<file path="config.mk">
export PLATFORM = sky130hd
export DESIGN_NAME = pow_n_pipelined_flat
export DESIGN_NICKNAME = d
export VERILOG_FILES = /design/src/rtl/pow_n_pipelined_if.sv /design/src/rtl/pow_n_pipelined.sv /design/src/flat_wrapper.sv
export SDC_FILE = /design/constraint.sdc
export NUM_CORES = 1
export LEC_CHECK = 0
export BUFFER_PORTS_ARGS = -buffer_cell sky130_fd_sc_hd__buf_2
export CAP_MARGIN = 20
export CORE_MARGIN = 3
export CORE_UTILIZATION = 58
export CTS_BUF_LIST = sky130_fd_sc_hd__clkbuf_8
export DETAILED_ROUTE_END_ITERATION = 7
export GPL_TIMING_DRIVEN = 0
export PLACE_DENSITY = 0.75
export SYNTH_ARGS = -nofsm -noshare
export SYNTH_HDL_FRONTEND = slang
export SYNTH_SLANG_ARGS = --single-unit
</file>
<file path="constraint.sdc">
create_clock -name clk -period 5.6 [get_ports clk]
set_input_delay 0.28 -clock clk [delete_from_list [all_inputs] [get_ports clk]]
set_output_delay 0.28 -clock clk [all_outputs]
set_load 0.02 [all_outputs]
</file>
<file path="src/rtl/pow_n_pipelined_if.sv">
// Handshake bundle for pow_n_pipelined: upstream operand side, downstream result side,
// and the occupancy status.
interface pow_n_pipelined_if #(
   parameter int width = 12,
   parameter int n     = 5
);
   localparam int cnt_w = $clog2(n);

   // valid/ready: a beat moves at posedge clk when vld & rdy are both 1; a source holds
   // vld high and its data stable until that beat completes.
   logic             up_vld;
   logic             up_rdy;
   logic [width-1:0] up_data;
   logic             down_vld;
   logic             down_rdy;
   logic [width-1:0] down_data;
   logic             down_ovf;
   logic [cnt_w-1:0] occupancy;

   modport slave (
      input  up_vld, up_data, down_rdy,
      output up_rdy, down_vld, down_data, down_ovf, occupancy
   );

   modport master (
      output up_vld, up_data, down_rdy,
      input  up_rdy, down_vld, down_data, down_ovf, occupancy
   );
endinterface

</file>
<file path="src/rtl/pow_n_pipelined.sv">
// Elastic n-1 stage pipeline computing x^n mod 2^width with valid/ready on both sides.
// Optional sticky overflow tracking is enabled by defining POW_N_PIPELINED_OVERFLOW_EN.
module pow_n_pipelined #(
   parameter int width = 12,
   parameter int n     = 5
) (
   input logic           clk,
   input logic           rst,
   pow_n_pipelined_if.slave bus
);
   localparam int cnt_w = $clog2(n);

   logic [n-1:1]       vld_q;
   logic [width-1:0]   x_q   [1:n-1];
   logic [width-1:0]   acc_q [1:n-1];
   logic [2*width-1:0] prod  [1:n-1];
   logic [n-1:1]       rdy;
   logic [cnt_w-1:0]   occ_q;
   logic               up_xfer;
   logic               down_xfer;
   logic               unused_fold;

   // Ready ripples back from the consumer; a stage is ready if it or any later stage has a hole.
   always_comb begin : ready_chain
      logic r;
      r   = bus.down_rdy;
      rdy = '0;
      for (int k = n - 1; k >= 1; k--) begin
         r      = r | ~vld_q[k];
         rdy[k] = r;
      end
   end

   always_comb begin
      prod[1] = {{width{1'b0}}, bus.up_data} * {{width{1'b0}}, bus.up_data};
      for (int k = 2; k <= n - 1; k++) begin
         prod[k] = {{width{1'b0}}, acc_q[k-1]} * {{width{1'b0}}, x_q[k-1]};
      end
   end

   always_ff @(posedge clk or posedge rst) begin
      if (rst) begin
         vld_q <= '0;
         for (int k = 1; k <= n - 1; k++) begin
            x_q[k]   <= '0;
            acc_q[k] <= '0;
         end
      end else begin
         if (rdy[1]) begin
            vld_q[1] <= bus.up_vld;
            x_q[1]   <= bus.up_data;
            acc_q[1] <= prod[1][width-1:0];
         end
         for (int k = 2; k <= n - 1; k++) begin
            if (rdy[k]) begin
               vld_q[k] <= vld_q[k-1];
               x_q[k]   <= x_q[k-1];
               acc_q[k] <= prod[k][width-1:0];
            end
         end
      end
   end

   assign up_xfer   = bus.up_vld & rdy[1];
   assign down_xfer = vld_q[n-1] & bus.down_rdy;

   always_ff @(posedge clk or posedge rst) begin
      if (rst) begin
         occ_q <= '0;
      end else begin
         occ_q <= occ_q + cnt_w'(up_xfer) - cnt_w'(down_xfer);
      end
   end

`ifdef POW_N_PIPELINED_OVERFLOW_EN
   logic [n-1:1] ovf_q;

   always_ff @(posedge clk or posedge rst) begin
      if (rst) begin
         ovf_q <= '0;
      end else begin
         if (rdy[1]) begin
            ovf_q[1] <= |prod[1][2*width-1:width];
         end
         for (int k = 2; k <= n - 1; k++) begin
            if (rdy[k]) begin
               ovf_q[k] <= ovf_q[k-1] | (|prod[k][2*width-1:width]);
            end
         end
      end
   end

   assign bus.down_ovf = vld_q[n-1] & ovf_q[n-1];
`else
   assign bus.down_ovf = 1'b0;
`endif

   // The last stage's operand copy and the product high halves have no consumer otherwise.
   always_comb begin
      unused_fold = ^x_q[n-1];
      for (int k = 1; k <= n - 1; k++) begin
         unused_fold = unused_fold ^ (^prod[k][2*width-1:width]);
      end
   end

   assign bus.up_rdy    = rdy[1];
   assign bus.down_vld  = vld_q[n-1];
   assign bus.down_data = acc_q[n-1];
   assign bus.occupancy = occ_q;
endmodule

</file>
<file path="src/flat_wrapper.sv">
// flat-port wrapper written by rule: the top's interface ports become plain ports
module pow_n_pipelined_flat 
#(
   parameter int width = 12,
   parameter int n     = 5
)
  (clk, rst, bus_up_vld, bus_up_data, bus_down_rdy, bus_up_rdy, bus_down_vld, bus_down_data, bus_down_ovf, bus_occupancy);
  pow_n_pipelined_if #(.width(width), .n(n)) bus_i ();
  input logic clk;
  input logic rst;
  input wire logic [$bits(bus_i.up_vld)-1:0] bus_up_vld;
  input wire logic [$bits(bus_i.up_data)-1:0] bus_up_data;
  input wire logic [$bits(bus_i.down_rdy)-1:0] bus_down_rdy;
  output wire logic [$bits(bus_i.up_rdy)-1:0] bus_up_rdy;
  output wire logic [$bits(bus_i.down_vld)-1:0] bus_down_vld;
  output wire logic [$bits(bus_i.down_data)-1:0] bus_down_data;
  output wire logic [$bits(bus_i.down_ovf)-1:0] bus_down_ovf;
  output wire logic [$bits(bus_i.occupancy)-1:0] bus_occupancy;
  assign bus_i.up_vld = bus_up_vld;
  assign bus_i.up_data = bus_up_data;
  assign bus_i.down_rdy = bus_down_rdy;
  assign bus_up_rdy = bus_i.up_rdy;
  assign bus_down_vld = bus_i.down_vld;
  assign bus_down_data = bus_i.down_data;
  assign bus_down_ovf = bus_i.down_ovf;
  assign bus_occupancy = bus_i.occupancy;
  pow_n_pipelined #(.width(width), .n(n)) u_core (.clk(clk), .rst(rst), .bus(bus_i));
endmodule
</file>
==> results.yml <==
grt:
  antenna_found_initial: 0
  grt_start_max_net_pins: 75
  grt_use_total_pct: 23.82
  gr-total-overflow: 0
  grt_pass1_vias: 8284
  grt_pass1_wl_um: 39450
hold_path:
  hold_path.class: "in -> reg"
place:
  place.gp.congestion: 0.8799
  place.port_buffers: 32
  hpwl_um: 18150
  place_ws_ps: 480.1
  placed_cells: 1524
synthesis:
  synthCells: 1255
  syn_area_per_cell_sq_um: 8.763
  synthArstFlopShare_pct: 100.0
  synth-seq-cells: 87
  yosysSeqAreaShare_pct: 19.80
  ys.warnings.count: 0
  synth_edf_count: 0
  ys.flop_type: "dfrtp_1"
  synth_area_sq_mm: 0.01100
  yosys.cell_types.count: 30
critical_path:
  endpoint_kind: "flop"
  timing.critical_path.mode_cell: "fa_1"
  path_delay_family: "adder cells"
  crit_required_ps: 5840
  cp.arrival_ps: 5350
  slowest_delay_ps: 540
  path_buf_inv: 5
  worstPathMaxFanout: 9
  path_cells: "clkbuf_1, nand2_1, fa_1, inv_1, fa_1, inv_1, fa_1, inv_1, fa_1, inv_1, fa_1, xor2_1, xnor2_1, xnor2_1, xnor3_1, xnor2_1, xnor2_1, a21oi_1"
  cp-start-kind: "flop"
  cpMaxStageDelayCell: "fa_1"
  path_class: "reg -> reg"
timing:
  tightest_slew_ps: 579.4
  fin_crit_ps: 5105
  clock.fmax_ghz: 0.1959
  min_period_over_period_pct: 91.16
  rsz0062_at_grt: "no"
  slew_headroom_pct: 61.37
  finClkSkew_ps: 9.932
  drv_slew: 0
  tns_ps: 0
  finalHoldViolations: 0
  setup_ws_ps: 495.3
  setup_viol: 0
run_status:
  status: "completed"
cts:
  cts_setup_buffers: 0
  h-tree-depth: 3
  cts_hold_buf: 1
  ctsResizeCount: 0
  clk_latency_ps: 370
  cts_tree: "done"
  cts_sinks: 87
  cts-buffers-inserted: 9
  cts_buffer_depth: 2
  path_clk_slew_ps: 90
  cts-root-buf: "clkbuf_8"
route:
  num_vias: 7870
  wire_per_inst_um: 14.51
  ant_nets: 0
  vias_per_cell: 5.107
  drt-total-wl_um: 22360
  drc: 0
  firstDrtPassIters: 5
  drt_first_iter_violations: 310
flow_run:
  drv_cap: 0
floorplan:
  ios: 34
  dieArea_sq_mm: 0.02065
  die_h_um: 143.7
  die_w_um: 143.7
  core_region_area_sq_mm: 0.01827
  start_util_pct: 60.20
  rows: 49
final_layout:
  regArea_sq_mm: 0.002177
  n_antenna_cell: 0
  area_delta_synth_final_pct: 6.678
  layout-drive-gt1-share_pct: 6.174
  multi_input_area_sq_mm: 0.007621
  nets: 1585
  fin_cells: 1541
  fillers: 1545
  fin_util_pct: 64.22
cells in the final DEF (no fill, tap or decap), drive strengths merged, types with 9 or more instances in the layout:
cell,n
mux2,15
fa,148
o21ai,15
inv,246
xor2,24
dfrtp,87
ha,114
conb,9
nor2,26
clkbuf,56
xnor2,69
and2,73
nand2,306
a21oi,32
buf,52
synthesized netlist by cell type, types with 14 or more instances:
library cell / instances / area share, %
inv_1: 246 / 8.4
nor2_1: 26 / 0.89
fa_1: 148 / 27
dfrtp_1: 87 / 20
and2_1: 73 / 4.2
ha_1: 114 / 13
buf_4: 14 / 0.96
a21oi_1: 32 / 1.5
xor2_1: 24 / 1.9
nand2_1: 305 / 10
clkbuf_1: 46 / 1.6
xnor2_1: 69 / 5.5
stage by stage:
| step | area [sq um] | hold WS, ps |
|---|---|---|
| CTS | 11730 | 117.6 |
| finish | 11730 | 125.9 |
| global placement | 11470 | 454.4 |
| floorplan | 11020 | 388.4 |
| detailed placement | 11500 | 222.4 |
| global route | 11730 | 110.7 |
registers in the layout, indices dropped and copies added, names as in the netlist:
name	count
u_core.acc_q	34
u_core.bus.down_data	12
u_core.bus.occupancy	3
u_core.x_q	34
u_core.vld_q	4
final cells by class:
type / instances / share of cell area, %
Clock buffer: 10 / 1.173
Multi-Input combinational cell: 864 / 64.96
Sequential cell: 87 / 18.56
Inverter: 246 / 7.892
Buffer: 65 / 2.581
Clock inverter: 6 / 0.7145
Timing Repair Buffer: 34 / 1.685
Tap cell: 229 / 2.442
worst register-to-register path: cells and delay by family (launching register included):
| family | cells | cell delay [ps] |
|---|---|---|
| AOI/OAI and AO/OA | 1 | 80 |
| buffers and inverters | 5 | 570 |
| DFF | 1 | 330 |
| xor gates and xnor gates | 6 | 1430 |
| adders and majority gates | 5 | 2440 |
| and+or+nand+nor | 1 | 140 |
cell families after synthesis:
| logic type | Yosys count | share of synthesized area, % |
|---|---|---|
| AO/OA/AOI/OAI | 64 | 3.413 |
| buffers and inverters | 311 | 11.15 |
| adder cells (fa/ha/maj) | 262 | 39.91 |
| XOR/XNOR | 95 | 7.816 |
| flip-flops | 87 | 19.80 |
| other | 2 | 0.06828 |
| multiplexers | 15 | 1.536 |
| AND/OR/NAND/NOR | 419 | 16.31 |
worst paths after layout:
check,depth (start not counted),end,start,slack [ps]
worst max-delay path,18,u_core.bus.down_data[11],u_core.x_q[16],500
worst min-delay path,2,u_core.vld_q[1],bus_up_vld,130
worst max register to register,18,u_core.bus.down_data[11],u_core.x_q[16],500
worst min register to register,2,u_core.bus.down_data[5],u_core.bus.down_data[5],480
max in group asynchronous,4,u_core.acc_q[31],rst,4590
min in group asynchronous,3,u_core.bus.occupancy[2],rst,390
metal layers:
metal / part of all wire (%) / vias up / global-route usage (%)
li1: - / 3780 / -
met1: 43 / 3885 / 31.71
met2: 51 / 171 / 41.47
met3: 4.3 / 34 / 3.594
met4: 1.7 / 0 / 5.401
met5: 0 / - / 0
Power is not shown: default switching activity piles up to over one toggle a cycle in this logic, so the estimate is an artifact.
